File: src/rtl/da2_sample_scheduler.sv
// Paces buffered XADC samples into the PmodDA2 driver: one START per slot, busy/done tracking.
// Build option DA2_SCHED_HOLD_EN: resend the previous DAC word when the FIFO is empty at a tick.
module da2_sample_scheduler #(
    parameter int unsigned SAMPLE_DIV = 20,
    parameter int unsigned FIFO_DEPTH = 4,
    parameter int unsigned TIMEOUT    = 64
) (
    input  logic                        clk,
    input  logic                        rst,
    input  logic                        en,
    input  logic [11:0]                 in_data,
    input  logic                        in_valid,
    input  logic                        da_done,
    output logic [11:0]                 da_data1,
    output logic [11:0]                 da_data2,
    output logic                        da_start,
    output logic [$clog2(FIFO_DEPTH):0] fifo_level,
    output logic [7:0]                  overrun_cnt,
    output logic [7:0]                  miss_cnt,
    output logic                        timeout_err
);
    localparam int unsigned AW = $clog2(FIFO_DEPTH);
    localparam int unsigned CW = $clog2(SAMPLE_DIV);
    localparam int unsigned TW = $clog2(TIMEOUT + 1);

    typedef enum logic [2:0] {IDLE, LOAD, START, WAIT_BUSY, WAIT_DONE} state_t;

    state_t          state_q, state_d;
    logic [CW-1:0]   slot_cnt;
    logic            tick;
    logic [AW:0]     wr_ptr, rd_ptr;
    logic [11:0]     mem [FIFO_DEPTH];
    logic            fifo_empty, fifo_full;
    logic            wr_req, wr_ok, pop;
    logic [TW-1:0]   to_cnt;
    logic            to_hit, set_timeout;
    logic            miss_evt, overrun_evt;

    assign tick = en && (slot_cnt == CW'(SAMPLE_DIV - 1));

    always_ff @(posedge clk or negedge rst) begin
        if (!rst)              slot_cnt <= '0;
        else if (!en || tick)  slot_cnt <= '0;
        else                   slot_cnt <= slot_cnt + 1'b1;
    end

    assign fifo_level  = wr_ptr - rd_ptr;
    assign fifo_empty  = (fifo_level == '0);
    assign fifo_full   = (fifo_level == (AW + 1)'(FIFO_DEPTH));
    assign wr_req      = in_valid && en;
    // A pop in the same cycle frees the slot the write needs.
    assign wr_ok       = wr_req && (!fifo_full || pop);
    assign overrun_evt = wr_req && fifo_full && !pop;
    assign miss_evt    = tick && ((state_q != IDLE) || fifo_empty);

    always_ff @(posedge clk or negedge rst) begin
        if (!rst) begin
            wr_ptr <= '0;
            rd_ptr <= '0;
        end else if (!en) begin
            wr_ptr <= '0;
            rd_ptr <= '0;
        end else begin
            if (wr_ok) wr_ptr <= wr_ptr + 1'b1;
            if (pop)   rd_ptr <= rd_ptr + 1'b1;
        end
    end

    always_ff @(posedge clk) begin
        if (wr_ok) mem[wr_ptr[AW-1:0]] <= in_data;
    end

    assign to_hit = (to_cnt == TW'(TIMEOUT - 1));

    always_comb begin
        state_d     = state_q;
        pop         = 1'b0;
        set_timeout = 1'b0;
        case (state_q)
            IDLE: begin
                if (tick && !fifo_empty) begin
                    pop     = 1'b1;
                    state_d = LOAD;
                end
`ifdef DA2_SCHED_HOLD_EN
                else if (tick) begin
                    state_d = START;
                end
`endif
            end
            LOAD:  state_d = START;
            START: state_d = WAIT_BUSY;
            WAIT_BUSY: begin
                if (!da_done) begin
                    state_d = WAIT_DONE;
                end else if (to_hit) begin
                    state_d     = IDLE;
                    set_timeout = 1'b1;
                end
            end
            WAIT_DONE: begin
                if (da_done) begin
                    state_d = IDLE;
                end else if (to_hit) begin
                    state_d     = IDLE;
                    set_timeout = 1'b1;
                end
            end
            default: state_d = IDLE;
        endcase
    end

    always_ff @(posedge clk or negedge rst) begin
        if (!rst) begin
            state_q <= IDLE;
            to_cnt  <= '0;
        end else begin
            state_q <= state_d;
            if (state_d == state_q && (state_q == WAIT_BUSY || state_q == WAIT_DONE))
                to_cnt <= to_cnt + 1'b1;
            else
                to_cnt <= '0;
        end
    end

    // Data is captured on the pop edge so it is settled for the whole LOAD cycle before START.
    always_ff @(posedge clk or negedge rst) begin
        if (!rst) begin
            da_data1    <= '0;
            da_data2    <= '0;
            da_start    <= 1'b0;
            overrun_cnt <= '0;
            miss_cnt    <= '0;
            timeout_err <= 1'b0;
        end else begin
            da_start <= (state_d == START);
            if (pop) begin
                da_data1 <= mem[rd_ptr[AW-1:0]];
                da_data2 <= mem[rd_ptr[AW-1:0]];
            end
            if (overrun_evt && overrun_cnt != '1) overrun_cnt <= overrun_cnt + 1'b1;
            if (miss_evt && miss_cnt != '1)       miss_cnt    <= miss_cnt + 1'b1;
            if (set_timeout)                      timeout_err <= 1'b1;
        end
    end

endmodule
File: config.mk
export PLATFORM = sky130hd
export DESIGN_NAME = da2_sample_scheduler
export DESIGN_NICKNAME = d
export VERILOG_FILES = /design/src/rtl/da2_sample_scheduler.sv
export SDC_FILE = /design/constraint.sdc
export NUM_CORES = 1
export LEC_CHECK = 0
export ABC_AREA = 1
export CORE_MARGIN = 2
export CORE_UTILIZATION = 55
export CTS_BUF_LIST = sky130_fd_sc_hd__clkbuf_16
export DETAILED_ROUTE_END_ITERATION = 10
export PLACE_DENSITY_LB_ADDON = 0.15
export SLEW_MARGIN = 10
export SYNTH_ARGS = -nofsm -noshare
export SYNTH_HDL_FRONTEND = slang
export SYNTH_SLANG_ARGS = --single-unit
export TNS_END_PERCENT = 1
File: constraint.sdc
create_clock -name clk -period 3.2 [get_ports clk]
set_clock_uncertainty 0.1 [all_clocks]
set_input_delay 0.64 -clock clk [delete_from_list [all_inputs] [get_ports clk]]
set_output_delay 0.64 -clock clk [all_outputs]
set_load 0.05 [all_outputs]
==> impl_metrics.tcl <==
set metrics [dict create \
    synth_cells 445 \
    slew_headroom 0.4380 \
    syn_area_mm2 0.004494 \
    p_switching_uw 766.0 \
    grt_pass1_vias 2981 \
    hp-class "in2async" \
    end_kind "primary output" \
    drc 0 \
    die_width_um 94.40 \
    hold_slack_ns 0.2968 \
    grt_max_degree 40 \
    ys_ff_latch 99 \
    worstSetupPathType "reg2out" \
    fin_nets 530 \
    die_y_um 94.40 \
    ir_drop_mv 0.3738 \
    cts_tree "yes" \
    dr.pass1.iters 4 \
    async_flop_share 0.5152 \
    dieArea_mm2 0.008910 \
    max_freq_ghz 0.3592 \
    tightest_slew_ns 0.8430 \
    drtAntennaViolNets 0 \
    clock_latency_ns 0.34 \
    crit_top_cell "inv_1" \
    routed_via_density 5.238 \
    track_usage 0.2112 \
    sequentialPowerShare 0.511 \
    worstPathRequired_ns 2.46 \
    grt_pass1_wl_um 14500 \
    pin_count 62 \
    clock-sinks 99 \
    cp_slowest_cell "clkdlybuf4s50_1" \
    max_cap_viol_count 0 \
    ys_seq_area_frac 0.6047 \
    p_int_mw 2.060 \
    clock_path_buffers 2 \
    cts-resized-gates 0 \
    period_share 0.8700 \
    r2r_cells 9 \
    timing.final.max_slew_violations 0 \
    power_per_cell_area_mw_per_mm2 519.6 \
    setup_viol 0 \
    drive_above_1_share 0.08284 \
    start_util 0.5756 \
    crit_path_cell_trace "inv_1 > ha_1 > inv_1 > clkdlybuf4s50_1" \
    hold_violations 0 \
    vias 3190 \
    numPortBuffers 61 \
    clkTransAtPathRegs_ns 0.07 \
    rows 32 \
    period_needed_ns 2.784 \
    switching_share 0.2711 \
    synth_cell_types 34 \
    synth_ff_type "dfrtp_1" \
    drt_iter0_drc 200 \
    slowest_delay_ns 0.79 \
    wirelength_um 8725 \
    gp_congestion 0.8924 \
    worstPathMaxFanout 4 \
    cp-start-kind "flip-flop" \
    critPathTopFamily "buffers and inverters" \
    r2r_slack_ns 0.63 \
    root_buffer "clkbuf_16" \
    htree_levels 3 \
    overflow 0 \
    post_cts_buffers 0 \
    tns_ns 0 \
    pwr-share-comb 0.113 \
    routedWlPerCell_um 14.33 \
    p_leak_nw 2.410 \
    rsz0062_at_grt "no" \
    r2r-start "wr_ptr[0]$_DFFE_PN0P_" \
    synth_edf_count 48 \
    synth_area_per_cell_um2 10.10 \
    clkPwrFrac 0.376 \
    regToRegEndpoint "mem[3][10]$_DFFE_PP_" \
    crit_buf_inv 3 \
    diodes 0 \
    yosys_warnings 0 \
    core_area_mm2 0.007807 \
    arrival_ns 2.04 \
    area_growth_pct 21.02 \
    synth_nets 473 \
    status "finished clean" \
    holdBufCountCts 0 \
    dp.final_hpwl_um 6181 \
    cts_buffers 9 \
    antenna_found_initial 0 \
]
## Yosys cell counts (2+ instances only)
master	instances	area, um^2
a21oi_1	6	30.03
inv_1	36	135.1
edfxtp_1	48	1441
o21ai_1	2	10.01
o21ai_0	29	145.1
nand2_2	2	12.51
nand4_1	11	68.82
nand3_2	2	20.02
nand3_1	22	110.1
nor3b_1	2	15.01
nand2_1	109	409.1
buf_6	2	22.52
nor2_1	46	172.7
ha_1	10	125.1
inv_2	2	7.510
buf_4	13	97.59
nor3_1	5	25.02
xnor2_1	5	43.79
o22ai_1	12	75.07
xor2_1	10	87.58
nand3_4	2	35.03
or2_2	2	12.51
clkbuf_1	6	22.52
dfrtp_1	51	1276
## how the worst max path moves through the flow
stage,from,end,slack [ns],cells after the start
after CTS,wr_ptr[0]$_DFFE_PN0P_,fifo_level[0],0.40,4
final,wr_ptr[0]$_DFFE_PN0P_,fifo_level[0],0.42,4
after floorplan,wr_ptr[0]$_DFFE_PN0P_,mem[0][0]$_DFFE_PP_,0.30,8
after detailed placement,en,mem[3][4]$_DFFE_PP_,0.49,6
after global placement,en,mem[1][3]$_DFFE_PP_,0.58,6
after global routing,wr_ptr[0]$_DFFE_PN0P_,fifo_level[0],0.34,4
## logic make-up after synthesis
logic type | Yosys count | share of synthesized area
AOI/OAI and AO/OA | 53 | 0.06626
xor gates and xnor gates | 15 | 0.02923
adders and majority gates | 11 | 0.03229
buffers and inverters | 61 | 0.06598
DFF | 99 | 0.6047
and+or+nand+nor | 206 | 0.2016
## power groups by stage
| stage | Clock, mW | Sequential [mW] | Combinational (mW) |
|---|---|---|---|
| final | 1.06 | 1.44 | 0.319 |
| after global routing | 1.14 | 1.45 | 0.359 |
| after CTS | 1.08 | 1.44 | 0.321 |
| after detailed placement | 0 | 1.47 | 0.317 |
| after global placement | 0 | 1.47 | 0.312 |
| after floorplan | 0 | 1.50 | 0.162 |
## final cells by class
type / count / area, um^2
Clock inverter: 7 / 73.82
Tap cell: 102 / 127.6
Clock buffer: 9 / 225.2
Timing Repair Buffer: 68 / 665.6
Inverter: 39 / 148.9
Sequential cell: 99 / 2718
Fill cell: 593 / 2369
Multi-Input combinational cell: 285 / 1480
## cell usage in the layout, fill, tap and decap left out, types with 2 or more instances in the layout
| cell type | count |
|---|---|
| edfxtp_1 | 48 |
| o22ai_1 | 12 |
| clkbuf_16 | 9 |
| a21oi_1 | 6 |
| inv_8 | 2 |
| inv_2 | 2 |
| inv_1 | 36 |
| nand3_4 | 2 |
| nand4_1 | 11 |
| nand3_2 | 2 |
| or2_2 | 2 |
| clkdlybuf4s50_1 | 58 |
| o21ai_0 | 29 |
| nor3_1 | 5 |
| dfrtp_1 | 51 |
| buf_4 | 8 |
| xnor2_1 | 5 |
| nor2_1 | 46 |
| ha_1 | 10 |
| nand2_2 | 2 |
| o21ai_1 | 2 |
| nand3_1 | 22 |
| nor3b_1 | 2 |
| xor2_1 | 10 |
| inv_6 | 3 |
| nand2_1 | 109 |
## state kept, by name, indices dropped and copies added, names as in the netlist
| signal | cells |
|---|---|
| mem | 48 |
| da_data2 | 12 |
| miss_cnt | 8 |
| overrun_cnt | 8 |
| to_cnt | 7 |
| slot_cnt | 5 |
| rd_ptr | 3 |
| state_q | 3 |
| wr_ptr | 3 |
| da_start | 1 |
| timeout_err | 1 |
## metal layers
layer | up-vias | track usage | wire (um)
met2 | 78 | 0.3232 | 4182
met5 | - | 0 | 0
li1 | 1590 | - | -
met4 | 0 | 0.06280 | 63
met3 | 4 | 0.04389 | 388
met1 | 1518 | 0.3084 | 4091
## worst reg2reg max path, stage by stage (launching register included)
cell	delay, ns
dfrtp_1	0.40
inv_1	0.12
ha_1	0.22
fa_1	0.42
nand3_1	0.15
nand2_1	0.15
o211ai_2	0.13
nand2_1	0.21
nor2_1	0.14
buf_4	0.23
## per-stage QoR
step	cell area (um^2)	worst slack, ns	utilization	power, mW	instances
after floorplan	4494	0.2997	-	1.667	445
after CTS	5439	0.3998	0.6966	2.850	609
after global routing	5439	0.3410	0.6966	2.951	609
final	5439	0.4159	0.6966	2.826	609
after global placement	5140	0.5822	0.6583	1.780	593
after detailed placement	5140	0.4862	0.6583	1.788	593
No activity file was read; power rests on OpenSTA's default activity.
